==> config.mk <==
export PLATFORM = sky130hd
export DESIGN_NAME = spi_cmd_rx
export DESIGN_NICKNAME = d
export VERILOG_FILES = /design/src/rtl/spi_cmd_rx.sv
export SDC_FILE = /design/constraint.sdc
export NUM_CORES = 1
export LEC_CHECK = 0
export ABC_AREA = 1
export CAP_MARGIN = 40
export CORE_MARGIN = 2
export CORE_UTILIZATION = 59
export DETAILED_ROUTE_END_ITERATION = 12
export PLACE_DENSITY = 0.85
export SLEW_MARGIN = 5
export SYNTH_ARGS = -nofsm -noshare
export SYNTH_HDL_FRONTEND = slang
export SYNTH_SLANG_ARGS = --single-unit
==> constraint.sdc <==
create_clock -name CLK -period 5.15 [get_ports CLK]
set_clock_uncertainty 0.2 [all_clocks]
set_input_delay 0.515 -clock CLK [delete_from_list [all_inputs] [get_ports CLK]]
set_output_delay 0.515 -clock CLK [all_outputs]
set_load 0.01 [all_outputs]
==> src/rtl/spi_cmd_rx.sv <==
// SPI mode-0 slave that deserialises checksummed command frames into a held
// real-time record or a system-time preset, then strobes SPI_WR or SYS_TIME_UPDATE.
module spi_cmd_rx #(
  parameter int unsigned WR_LEN   = 4,
  parameter logic [7:0]  CMD_REC  = 8'h01,
  parameter logic [7:0]  CMD_TIME = 8'h02
) (
  input  logic        CLK,
  input  logic        rst_n,
  input  logic        SPI_SCK,
  input  logic        SPI_CS_n,
  input  logic        SPI_MOSI,
  output logic        SPI_MISO,
  input  logic        SYS_TIME_UPDATE_OK,
  output logic [47:0] FREQ,
  output logic [47:0] FREQ_STEP,
  output logic [31:0] FREQ_RATE,
  output logic [63:0] TIME_START,
  output logic [15:0] N_impulse,
  output logic [1:0]  TYPE_impulse,
  output logic [31:0] Interval_Ti,
  output logic [31:0] Interval_Tp,
  output logic [31:0] Tblank1,
  output logic [31:0] Tblank2,
  output logic        SPI_WR,
  output logic [63:0] TIME_INIT,
  output logic        SYS_TIME_UPDATE,
  output logic        ERR
);

  localparam int unsigned REC_BYTES  = 43;
  localparam int unsigned TIME_BYTES = 8;
  localparam int unsigned SHADOW_W   = REC_BYTES * 8;
  localparam logic [7:0]  PULSE_LAST = 8'(WR_LEN - 1);

  typedef enum logic [2:0] {
    IDLE, CMD, PAYLOAD, SUM, CHECK, COMMIT, PULSE, DRAIN
  } state_t;

  state_t              state_q, state_d;
  logic [2:0]          sck_sync_q, cs_sync_q;
  logic [1:0]          mosi_sync_q;
  logic                rise_q, mosi_bit_q;
  logic [2:0]          bit_cnt_q, bit_cnt_d;
  logic [6:0]          shift_q, shift_d;
  logic [5:0]          byte_cnt_q, byte_cnt_d, len_q, len_d;
  logic                is_rec_q, is_rec_d;
  logic [7:0]          sum_q, sum_d, rx_sum_q, rx_sum_d;
  logic [7:0]          status_q, status_d, pulse_cnt_q, pulse_cnt_d;
  logic [SHADOW_W-1:0] shadow_q, shadow_d;
  logic                err_q, err_d, spi_wr_q, spi_wr_d, upd_q, upd_d;
  logic                commit_rec, commit_time;
  logic [47:0]         freq_q, freq_step_q;
  logic [31:0]         freq_rate_q, ti_q, tp_q, tb1_q, tb2_q;
  logic [63:0]         time_start_q, time_init_q;
  logic [15:0]         n_imp_q;
  logic [1:0]          type_q;

  logic sck_rise, sck_fall, cs_fall, cs_rise, cs_high, byte_done, busy;
  logic [7:0] byte_val;

  // Index 0 is the metastability flop, 1 the synced level, 2 its history.
  assign sck_rise  = sck_sync_q[1] & ~sck_sync_q[2];
  assign sck_fall  = ~sck_sync_q[1] & sck_sync_q[2];
  assign cs_fall   = ~cs_sync_q[1] & cs_sync_q[2];
  assign cs_rise   = cs_sync_q[1] & ~cs_sync_q[2];
  assign cs_high   = cs_sync_q[1];
  assign byte_done = rise_q && (bit_cnt_q == 3'd7);
  assign byte_val  = {shift_q, mosi_bit_q};
  assign busy      = (state_q != IDLE) && (state_q != CMD);

  always_comb begin
    state_d     = state_q;
    bit_cnt_d   = bit_cnt_q;
    shift_d     = shift_q;
    byte_cnt_d  = byte_cnt_q;
    len_d       = len_q;
    is_rec_d    = is_rec_q;
    sum_d       = sum_q;
    rx_sum_d    = rx_sum_q;
    status_d    = status_q;
    pulse_cnt_d = pulse_cnt_q;
    shadow_d    = shadow_q;
    err_d       = err_q;
    commit_rec  = 1'b0;
    commit_time = 1'b0;
    case (state_q)
      IDLE: begin
        if (cs_fall) begin
          state_d    = CMD;
          bit_cnt_d  = 3'd0;
          byte_cnt_d = 6'd0;
          status_d   = {5'b0, SYS_TIME_UPDATE_OK, err_q, busy};
        end
      end
      CMD, PAYLOAD, SUM: begin
        if (cs_rise) begin
          state_d   = IDLE;
          err_d     = 1'b1;
          bit_cnt_d = 3'd0;
        end else begin
          if ((state_q == CMD) && sck_fall) status_d = {status_q[6:0], 1'b0};
          if (rise_q) begin
            bit_cnt_d = bit_cnt_q + 3'd1;
            shift_d   = {shift_q[5:0], mosi_bit_q};
          end
          if (byte_done) begin
            if (state_q == CMD) begin
              sum_d = byte_val;
              if (byte_val == CMD_REC) begin
                state_d  = PAYLOAD;
                is_rec_d = 1'b1;
                len_d    = 6'(REC_BYTES);
              end else if (byte_val == CMD_TIME) begin
                state_d  = PAYLOAD;
                is_rec_d = 1'b0;
                len_d    = 6'(TIME_BYTES);
              end else begin
                state_d = DRAIN;
                err_d   = 1'b1;
              end
            end else if (state_q == PAYLOAD) begin
              shadow_d   = {shadow_q[SHADOW_W-9:0], byte_val};
              sum_d      = sum_q + byte_val;
              byte_cnt_d = byte_cnt_q + 6'd1;
              if (byte_cnt_q == len_q - 6'd1) state_d = SUM;
            end else begin
              rx_sum_d = byte_val;
              state_d  = CHECK;
            end
          end
        end
      end
      CHECK: begin
        // The output copy is registered here so the new values are visible in COMMIT.
        if (rx_sum_q == sum_q) begin
          state_d     = COMMIT;
          commit_rec  = is_rec_q;
          commit_time = ~is_rec_q;
          err_d       = 1'b0;
        end else begin
          state_d = DRAIN;
          err_d   = 1'b1;
        end
      end
      COMMIT: begin
        state_d     = PULSE;
        pulse_cnt_d = 8'd0;
      end
      PULSE: begin
        pulse_cnt_d = pulse_cnt_q + 8'd1;
        if (pulse_cnt_q == PULSE_LAST) state_d = DRAIN;
      end
      DRAIN: begin
        if (cs_high) state_d = IDLE;
      end
      default: state_d = IDLE;
    endcase
    spi_wr_d = (state_d == PULSE) && is_rec_q;
    upd_d    = (state_d == PULSE) && !is_rec_q;
  end

  always_ff @(posedge CLK or negedge rst_n) begin
    if (!rst_n) begin
      state_q      <= IDLE;
      sck_sync_q   <= 3'b000;
      cs_sync_q    <= 3'b111;
      mosi_sync_q  <= 2'b00;
      rise_q       <= 1'b0;
      mosi_bit_q   <= 1'b0;
      bit_cnt_q    <= 3'd0;
      shift_q      <= 7'd0;
      byte_cnt_q   <= 6'd0;
      len_q        <= 6'd0;
      is_rec_q     <= 1'b0;
      sum_q        <= 8'd0;
      rx_sum_q     <= 8'd0;
      status_q     <= 8'd0;
      pulse_cnt_q  <= 8'd0;
      shadow_q     <= '0;
      err_q        <= 1'b0;
      spi_wr_q     <= 1'b0;
      upd_q        <= 1'b0;
      freq_q       <= '0;
      freq_step_q  <= '0;
      freq_rate_q  <= '0;
      time_start_q <= '0;
      n_imp_q      <= '0;
      type_q       <= '0;
      ti_q         <= '0;
      tp_q         <= '0;
      tb1_q        <= '0;
      tb2_q        <= '0;
      time_init_q  <= '0;
    end else begin
      state_q     <= state_d;
      sck_sync_q  <= {sck_sync_q[1:0], SPI_SCK};
      cs_sync_q   <= {cs_sync_q[1:0], SPI_CS_n};
      mosi_sync_q <= {mosi_sync_q[0], SPI_MOSI};
      rise_q      <= sck_rise;
      mosi_bit_q  <= mosi_sync_q[1];
      bit_cnt_q   <= bit_cnt_d;
      shift_q     <= shift_d;
      byte_cnt_q  <= byte_cnt_d;
      len_q       <= len_d;
      is_rec_q    <= is_rec_d;
      sum_q       <= sum_d;
      rx_sum_q    <= rx_sum_d;
      status_q    <= status_d;
      pulse_cnt_q <= pulse_cnt_d;
      shadow_q    <= shadow_d;
      err_q       <= err_d;
      spi_wr_q    <= spi_wr_d;
      upd_q       <= upd_d;
      // Record bytes were shifted in first-byte-first, so byte 0 sits at the top.
      if (commit_rec) begin
        freq_q       <= shadow_q[343:296];
        freq_step_q  <= shadow_q[295:248];
        freq_rate_q  <= shadow_q[247:216];
        time_start_q <= shadow_q[215:152];
        n_imp_q      <= shadow_q[151:136];
        type_q       <= shadow_q[129:128];
        ti_q         <= shadow_q[127:96];
        tp_q         <= shadow_q[95:64];
        tb1_q        <= shadow_q[63:32];
        tb2_q        <= shadow_q[31:0];
      end
      if (commit_time) time_init_q <= shadow_q[63:0];
    end
  end

  assign SPI_MISO        = (state_q == CMD) & status_q[7];
  assign FREQ            = freq_q;
  assign FREQ_STEP       = freq_step_q;
  assign FREQ_RATE       = freq_rate_q;
  assign TIME_START      = time_start_q;
  assign N_impulse       = n_imp_q;
  assign TYPE_impulse    = type_q;
  assign Interval_Ti     = ti_q;
  assign Interval_Tp     = tp_q;
  assign Tblank1         = tb1_q;
  assign Tblank2         = tb2_q;
  assign SPI_WR          = spi_wr_q;
  assign TIME_INIT       = time_init_q;
  assign SYS_TIME_UPDATE = upd_q;
  assign ERR             = err_q;

endmodule

==> results by group, run 1 <==
Logic synthesis
  • Mux cell area share after synthesis: 0%
  • Post-synth EDFFs: 0
  • Synth Area in Adders: 0.582%
  • Largest area contributor in the netlist: dfrtp_1
  • Compound-Gate Fraction of Synth Area: 12.2%
  • Syn Nets: 3247
  • Seq/Total Area, Yosys: 64.8%
  • Largest family of logic cells by synthesized area: simple AND/OR/NAND/NOR gates
  • XOR/XNOR Fraction of Synth Area: 0.251%
  • Top post-synthesis cells by count: nand2_1, dfrtp_1, o21ai_0
  • Fraction of the mapped netlist area in simple logic gates: 16.0%
  • Share of flip-flops with an asynchronous set or reset: 100%
  • Most frequent cell after synthesis: nand2_1
  • Yosys warns: 0
  • Avg Inst Size Synth: 9.72 µm²
  • Most used DFF post-synth: dfrtp_1
  • Yosys top cell area share: 64.5%
  • Post-Syn Instances: approximately 3200
  • Mapped cell area: 31400 µm²
  • Largest cells by area after synthesis: dfrtp_1, nand2_1, o21ai_0
  • Synth unique cells: 37
  • Synthesis-stage register bit count: 812

GRT
  • Vias in the first global route: between 20000 and 25000
  • First-pass GRT wire length: 124000 µm
  • GRT Util Overall: 28.9%
  • Largest net degree at the start of global routing: 172
  • Gr ovfl total: 0
  • Initial antenna violation count: 0

Critical path
  • Setup CP Type: flop to primary output
  • Delay-heaviest family, CP: buffers and inverters
  • CP Max Fanout: 16
  • CP arrival: 2.57 ns
  • Setup slack, reg-to-reg: 2.07 ns
  • Crit path capture type: primary output
  • Most Frequent Cell on Critical Path: nor2_1
  • Worst path slowest cell: clkdlybuf4s50_1
  • Critical path buffers and inverters: 4
  • Worst r2r path cells: 10
  • Critical Path End: SPI_MISO
  • FF-to-FF End: shadow_q[323]
  • Crit. path cell count: 7
  • Crit path largest cell delay: roughly 0.55 ns
  • Crit path launch type: flop
  • Cell breakdown of the critical path: inv_2 -> nand2_1 -> nor2_1 -> buf_4 -> inv_1 -> nor2_1 -> clkdlybuf4s50_1
  • CP Data Required Time: approximately 4.4 ns
  • RR Startpoint: cs_sync_q[2]
  • Worst Setup SP: state_q[2]

Power and ir drop
  • Gate power share: approximately 1.9%
  • NetSw: 2.60 mW
  • VDD IR max: approximately 280 µV
  • Pint: 9.85 mW
  • Power Density: between 300 and 400 nW/µm²
  • Flop pwr share: 51.5%
  • Static leakage: 18.1 nW
  • Clock power frac: a little under half
  • Switching Fraction: a little over a fifth

Floorplanning
  • Die Wd: 235 µm
  • Die ar.: about 55000 µm²
  • Die Y: 235 µm
  • Standard-cell rows: 84
  • Core area: 52600 µm²
  • Initial Util: 59.7%
  • I/O pin total: 412

Clock network
  • Worst skew pair latency: 0.61 ns
  • CTS Buffer Depth: 3
  • CTS clk-pin slew, worst paths: 0.06 ns
  • TritonCTS Buffers: 80
  • CTS tree: built
  • Clock Sinks: about 800
  • H-Tree Depth: 3
  • Root buf cell: clkbuf_16
  • Total setup buffers inserted after CTS: 0

Final layout
  • Share of cells above drive strength 1: 7.88%
  • Cell Count, Final, Fillers Out: 4316
  • Ant diodes: 0
  • Layout Nets: 3591
  • Util after Layout: 73.4%
  • Fillers: approximately 3500
  • Area Overhead vs Synth: 23.0%

STA
  • Final WS setup: 1.86 ns
  • Final period util: between 60% and 70%
  • Final Hold Fails: 0
  • Fin crit period: 3.29 ns
  • Worst-margin pin slew: between 0.9 and 1 ns
  • Headroom to the max-slew limit: around 37%
  • Final Max Slew Viols: 0
  • Setup TNS: 0 ns
  • Fmax: 304 MHz
  • RSZ-0062 raised after global routing: no
  • Final setup viols: 0

Drt
  • Vias per cell: around 5.5
  • Avg WL per Cell: 18.4 µm
  • DR pass1 iterations: 6
  • Final WL: between 70000 and 80000 µm
  • # DRC: 0
  • Vias: around 24000
  • Initial DRC count: between 2000 and 2500
  • DRT antenna net count: 0

Min path
  • Hold path startpoint: SPI_SCK
  • Worst Hold Class: input pin to flop

Job
  • Max-cap violations: 0

Placement
  • IO buf count: 411
  • Pre-CTS setup slack: 2.18 ns
  • Final GP Congestion: 0.839
  • Detail Placement HPWL: ~50000 µm
  • Dpl cells: 4176

Status
  • Status: finished clean
## logic make-up (layout without fill, tap and decap cells)
group / count (synthesis) / in the layout
xor gates and xnor gates: 9 / 9
buffers and inverters: 468 / 869
AOI/OAI and AO/OA: 667 / 667
DFF: 812 / 812
and+or+nand+nor: 1257 / 1257
adders and majority gates: 14 / 14
## worst min path at each step
stage,cells past startpoint,to,slack (ns)
after floorplan,0,ERR,0.02
after global placement,0,sck_sync_q[1],0.13
after detailed placement,0,mosi_sync_q[1],0.14
after CTS,1,sck_sync_q[0],0.11
after global routing,1,sck_sync_q[0],0.14
final,1,sck_sync_q[0],0.14
## metrics by stage
step,hold slack (ns),cell area [µm²],total power [mW]
after floorplan,0.0194,31400,6.60
after global placement,0.131,35900,6.78
after detailed placement,0.136,36000,6.78
after CTS,0.113,38600,12.5
after global routing,0.136,38600,12.8
final,0.144,38600,12.5
## flip-flops by register name, summed over array words and instances (netlist names), 6 cells and up
name         cells
FREQ            48
FREQ_RATE       32
FREQ_STEP       48
Interval_Ti     32
Interval_Tp     32
N_impulse       16
TIME_INIT       64
TIME_START      64
Tblank1         32
Tblank2         32
byte_cnt_q       6
pulse_cnt_q      8
rx_sum_q         8
shadow_q       344
shift_q          7
status_q         8
sum_q            8
## layout make-up
type | count | area (µm²) | area share (%)
flip-flops and latches | 812 | 20300 | 52.7
inverters | 284 | 1070 | 2.76
well taps | 688 | 861 | 2.23
clock buffers | 119 | 2350 | 6.09
multi-input cells | 1947 | 9110 | 23.6
clock inverters | 20 | 251 | 0.652
repair buffers | 446 | 4600 | 11.9
## per-layer routing
layer | wire length (µm) | vias to the layer above | GRT usage, %
met5 | 0 | - | 0
met4 | 3320 | 0 | 12.7
met3 | 5910 | 180 | 6.13
met2 | 37700 | 878 | 45.4
met1 | 32400 | 11655 | 39.2
li1 | - | 10969 | -
## repair_timing
item                      4_1_cts  5_1_grt
gates resized for setup         0        0
hold endpoints to repair       92        0
hold buffers                    1        0
## power by group through the flow
stage | Combinational, mW | Clock [mW] | Sequential [mW]
floorplan | 0.0736 | 0 | 6.53
global placement | 0.246 | 0 | 6.53
detailed placement | 0.247 | 0 | 6.53
CTS | 0.250 | 5.88 | 6.41
global route | 0.282 | 6.15 | 6.41
finish | 0.242 | 5.79 | 6.41
## layout by cell type, fill, tap and decap left out, types with 6 or more instances in the layout
master,count
a21oi_2,114
clkdlybuf4s50_1,410
a21oi_1,23
clkbuf_1,21
buf_4,17
nand3_1,182
clkinv_2,10
nor3_1,6
nor2_1,150
dfrtp_1,808
nand2_1,905
clkbuf_16,82
ha_1,13
o211ai_1,7
buf_12,16
inv_1,276
clkbuf_8,16
o22ai_1,7
o21ai_0,329
o21ai_1,178
inv_2,7
Note: power is estimated with default switching activity, not from simulation.
==> inputs of run 2 (changes only) <==
--- a/config.mk
+++ b/config.mk
@@ -8,9 +8,9 @@
 export ABC_AREA = 1
 export CAP_MARGIN = 40
 export CORE_MARGIN = 2
-export CORE_UTILIZATION = 59
+export CORE_UTILIZATION = 55
 export DETAILED_ROUTE_END_ITERATION = 12
-export PLACE_DENSITY = 0.85
+export PLACE_DENSITY = 0.8
 export SLEW_MARGIN = 5
 export SYNTH_ARGS = -nofsm -noshare
 export SYNTH_HDL_FRONTEND = slang
==> constraint.sdc (replaced) <==
create_clock -name CLK -period 3.3 [get_ports CLK]
set_clock_uncertainty 0.2 [all_clocks]
set_input_delay 0.33 -clock CLK [delete_from_list [all_inputs] [get_ports CLK]]
set_output_delay 0.33 -clock CLK [all_outputs]
set_load 0.01 [all_outputs]
==> run 2 against run 1 <==
  * Largest cell class unchanged
  * Worst hold slack gained 0.0030 ns
  * Setup slack worse by 1.4 ns
  * Critical endpoint unchanged
  * Utilization fell by 4.4 points
  * Highest routed layer unchanged
==> results by group, run 2 (synthesis gave the netlist of run 1 again) <==
STA
  • Final Hold Fails: 0
  • Fin crit period: between 2 and 3 ns
  • RSZ-0062 raised after global routing: no
  • Fmax: between 300 and 400 MHz
  • Final Max Slew Viols: 0
  • Final period util: 87.4%
  • Final setup viols: 0
  • Worst-margin pin slew: 0.901 ns
  • Headroom to the max-slew limit: 40.0%
  • Setup TNS: 0 ns
  • Final WS setup: 0.417 ns

Clock network
  • Total setup buffers inserted after CTS: 0
  • CTS Buffer Depth: 3
  • Root buf cell: clkbuf_16
  • H-Tree Depth: 3
  • Clock Sinks: 812
  • CTS tree: built
  • CTS clk-pin slew, worst paths: around 0.060 ns
  • Worst skew pair latency: 0.61 ns
  • TritonCTS Buffers: 81

Final layout
  • Share of cells above drive strength 1: 8.51%
  • Layout Nets: 3614
  • Fillers: 4242
  • Ant diodes: 0
  • FF/Latch Area: 20300 µm²
  • Largest reg by FF count: shadow_q
  • Area Overhead vs Synth: 24.0%
  • Cell Count, Final, Fillers Out: 4409
  • Max reg flops: 344
  • Most common cell after layout, fill and taps aside: nand2_1
  • Area taken by multi-input logic gates: about 9100 µm²
  • Commonest cells after routing, fill and taps aside: nand2_1, dfrtp_1, clkdlybuf4s50_1

GRT
  • Initial antenna violation count: 0
  • Largest net degree at the start of global routing: 126
  • Vias in the first global route: 23038
  • GRT Util Overall: 27.0%
  • Gr ovfl total: 0
  • First-pass GRT wire length: approximately 130000 µm

Critical path
  • Critical path buffers and inverters: 3
  • CP Max Fanout: 9
  • CP arrival: 2.35 ns
  • Crit path largest cell delay: 0.55 ns
  • Delay-heaviest family, CP: buffers and inverters
  • Crit path capture type: primary output
  • CP Data Required Time: 2.77 ns
  • Setup CP Type: flop to primary output
  • Crit path launch type: flop
  • Setup slack, reg-to-reg: roughly 0.76 ns
  • FF-to-FF End: TIME_START[11]
  • Worst r2r path cells: 9
  • Cell breakdown of the critical path: inv_2 -> nand2_1 -> nor2_1 -> inv_1 -> nor2_1 -> clkdlybuf4s50_1
  • RR Startpoint: sum_q[4]
  • Worst path slowest cell: clkdlybuf4s50_1
  • Most Frequent Cell on Critical Path: nor2_1

Floorplanning
  • Die ar.: 59000 µm²
  • Initial Util: 55.6%
  • I/O pin total: 412
  • Die Wd: roughly 240 µm
  • Die Y: 243 µm
  • Standard-cell rows: 87
  • Core area: roughly 56000 µm²

Drt
  • Vias per cell: 5.28
  • Avg WL per Cell: roughly 18 µm
  • # DRC: 0
  • Final WL: ~78000 µm
  • DRT antenna net count: 0
  • Initial DRC count: 1865
  • Vias: 23263
  • DR pass1 iterations: 5

Job
  • Max-cap violations: 0

Placement
  • Detail Placement HPWL: 51000 µm
  • Pre-CTS setup slack: 0.820 ns
  • IO buf count: 411
  • Final GP Congestion: 0.874
  • Dpl cells: 4263

Min path
  • Worst Hold Class: input pin to asynchronous set/reset pin

Status
  • Status: finished clean

Power and ir drop
  • Power Density: between 500 and 600 nW/µm²
  • Static leakage: approximately 18 nW
  • VDD IR max: 422 µV
-- run 2: cell type report --
type / count / share of cell area [%]
clock buffers: 116 / 6.04
clock inverters: 26 / 0.666
inverters: 284 / 2.74
multi-input cells: 1947 / 23.4
flip-flops and latches: 812 / 52.3
well taps: 756 / 2.43
repair buffers: 468 / 12.4
-- run 2: layer usage --
| metal | part of all wire, % | vias up | global-route usage [%] |
|---|---|---|---|
| met5 | 0 | - | 0 |
| met4 | 3.3 | 0 | 9.98 |
| met3 | 7.1 | 139 | 5.65 |
| met2 | 48 | 766 | 43.0 |
| met1 | 42 | 11329 | 36.9 |
| li1 | - | 11029 | - |
-- run 2: worst max path at each step --
stage | slack, ns | start | to | depth (start not counted)
6_report | 0.42 | state_q[2] | SPI_MISO | 6
3_5_place_dp | 0.82 | sum_q[4] | TIME_START[58] | 9
5_1_grt | 0.30 | state_q[2] | SPI_MISO | 6
2_1_floorplan | 1.22 | len_q[1] | SPI_WR | 14
3_3_place_gp | 0.87 | sum_q[4] | TIME_INIT[22] | 8
4_1_cts | 0.37 | state_q[2] | SPI_MISO | 6
-- run 2: what timing repair did --
| item | CTS | global route |
|---|---|---|
| endpoints found under the setup margin | 0 | 0 |
| resized for setup | 0 | 0 |
| hold endpoints to repair | 72 | 0 |
| hold buffers | 4 | 0 |
-- run 2: report_power, final --
part | switching [mW] | total [mW] | leakage (nW) | internal (mW)
clock network | 3.79 | 9.06 | 1.28 | 5.27
registers | 0.0248 | 10.0 | 11.3 | 9.98
logic | 0.306 | 0.384 | 5.60 | 0.0778
-- run 2: through the flow --
stage               area [µm²]  power, mW  util [%]  hold WS, ns
detailed placement       36300       10.6      64.3        0.140
global placement         36200       10.6      64.2        0.134
floorplan                31400       10.3         -       -0.166
global route             38900       20.1      69.0        0.149
CTS                      38900       19.6      69.0        0.112
finish                   38900       19.5      69.0        0.147
==> inputs of run 3 (changes only) <==
==> constraint.sdc (replaced) <==
create_clock -name CLK -period 2.7 [get_ports CLK]
set_clock_uncertainty 0.2 [all_clocks]
set_input_delay 0.27 -clock CLK [delete_from_list [all_inputs] [get_ports CLK]]
set_output_delay 0.27 -clock CLK [all_outputs]
set_load 0.01 [all_outputs]
==> run 3 against run 2 <==
  * Die area stayed put
  * First-iteration DRC count is 3.6% higher
  * Setup slack got worse by 0.11 ns
  * Sequential power is 22% higher
  * Sequential share of layout area decreased by 0.61 points
  * Power is 25% higher
  * Final cell count up 0.54%
  * Non-clock buffer count is 19 higher
  * Critical path depth unchanged
  * Utilization up 0.82 points
  * Cell area is 1.2% higher
  * Sequential cell count unchanged
  * Largest power group unchanged
  * Highest routed layer unchanged
==> results by group, run 3 (synthesis gave the netlist of run 1 again) <==
Status
  • Status: finished clean

Power and ir drop
  • Flop pwr share: between 50% and 60%
  • Switching Fraction: 21.1%
  • NetSw: 5.14 mW
  • Design Power: 24.4 mW
  • VDD IR max: 595 µV
  • Pint: 19.2 mW
  • Power Density: 619 nW/µm²
  • Gate power share: 2.0%
  • Clock power frac: a little under half
  • Static leakage: 18.4 nW

STA
  • Setup TNS: 0 ns
  • Fmax: 417 MHz
  • Hold slack: roughly 0.13 ns
  • Final Max Slew Viols: 0
  • Final setup viols: 0
  • Worst-margin pin slew: 0.831 ns
  • Headroom to the max-slew limit: 44.2%
  • Final Hold Fails: 0
  • RSZ-0062 raised after global routing: no
  • Final period util: 88.7%
  • Fin crit period: 2.40 ns

Placement
  • Dpl cell area: 36500 µm²
  • IO buf count: 411
  • Detail Placement HPWL: 52100 µm
  • Dpl cells: 4280
  • Final GP Congestion: 0.868

Floorplanning
  • Core area: 56400 µm²
  • Die Wd: 243 µm
  • Die ar.: 59000 µm²
  • I/O pin total: 412
  • Standard-cell rows: between 80 and 90
  • Die Y: about 240 µm
  • Initial Util: 55.6%

Drt
  • Avg WL per Cell: 17.7 µm
  • DR pass1 iterations: 5
  • Initial DRC count: between 1500 and 2000
  • Vias per cell: 5.26
  • Final WL: 78400 µm
  • DRT antenna net count: 0
  • # DRC: 0
  • Vias: 23329

GRT
  • Vias in the first global route: 22887
  • Initial antenna violation count: 0
  • Largest net degree at the start of global routing: 144
  • GRT Util Overall: 26.8%
  • Gr ovfl total: 0
  • First-pass GRT wire length: 126000 µm

Final layout
  • Area Overhead vs Synth: 25.5%
  • Cell Count, Final, Fillers Out: 4433
  • Most common cell after layout, fill and taps aside: nand2_1
  • Largest reg by FF count: shadow_q
  • Share of cells above drive strength 1: 9.14%
  • Layout Nets: 3634
  • Design Area, Final: 39400 µm²
  • Commonest cells after routing, fill and taps aside: nand2_1, dfrtp_1, clkdlybuf4s50_1
  • Ant diodes: 0
  • Max reg flops: 344

Clock network
  • H-Tree Depth: 3
  • Clock Sinks: 812
  • Root buf cell: clkbuf_16
  • TritonCTS Buffers: 82
  • Worst skew pair latency: 0.62 ns
  • CTS Buffer Depth: 3
  • CTS tree: built
  • CTS clk-pin slew, worst paths: 0.06 ns

Critical path
  • Crit path launch type: flop
  • CP Max Fanout: 9
  • CP Data Required Time: 2.23 ns
  • Crit path capture type: primary output
  • Setup CP Type: flop to primary output
  • CP arrival: between 1.5 and 2 ns

Job
  • Max-cap violations: 0

Min path
  • Worst Hold Class: input pin to flop
## run 3: area by class of cell
type / instances / area, µm²
Timing Repair Buffer: 487 / 5120
Clock buffer: 117 / 2360
Tap cell: 756 / 946
Multi-Input combinational cell: 1947 / 9120
Inverter: 284 / 1070
Fill cell: 4171 / 17000
Sequential cell: 812 / 20300
Clock inverter: 30 / 413
## run 3: worst max-delay path, stage by stage, from the launching register on
cell           delay (ns)
dfrtp_1              0.39
inv_4                0.12
nand2_2              0.12
nor2_4               0.15
inv_1                0.13
nor2_1               0.13
dlygate4sd2_1        0.28
## run 3: final timing paths
path / from / to / slack (ns) / cells past startpoint
setup / recovery: state_q[2] / SPI_MISO / 0.30 / 6
min in group asynchronous: rst_n / shadow_q[102] / 0.48 / 3
hold / removal: SYS_TIME_UPDATE_OK / status_q[2] / 0.13 / 3
max in group asynchronous: rst_n / Tblank1[18] / 0.93 / 4
setup reg to reg: sum_q[4] / TIME_START[33] / 0.31 / 9
hold reg to reg: sck_sync_q[0] / sck_sync_q[1] / 0.16 / 0
## run 3: timing repair
item,4_1_cts,5_1_grt
gates resized for setup,5,0
buffers inserted,0,0
endpoints found under the setup margin,1,0
hold buffers,6,0
hold endpoints to repair,591,0
## run 3: power groups by stage
| stage | registers, mW | clock network [mW] | logic (mW) |
|---|---|---|---|
| final | 12.2 | 11.6 | 0.496 |
| after global routing | 12.2 | 12.4 | 0.575 |
| after CTS | 12.2 | 11.8 | 0.511 |
| after detailed placement | 12.5 | 0 | 0.498 |
| after global placement | 12.5 | 0 | 0.492 |
| after floorplan | 12.5 | 0 | 0.140 |
## run 3: through the flow
stage	util, %	setup slack, ns
final	69.8	0.304
after global routing	69.8	0.191
after CTS	69.8	0.256
after detailed placement	64.7	0.392
after global placement	64.7	0.368
after floorplan	-	0.619
## run 3: layer usage
layer / track usage [%] / vias up / wire (µm)
met5: 0 / - / 0
met4: 11.0 / 0 / 2990
met3: 5.80 / 139 / 5360
met2: 42.5 / 707 / 36800
met1: 36.3 / 11385 / 33200
li1: - / 11098 / -
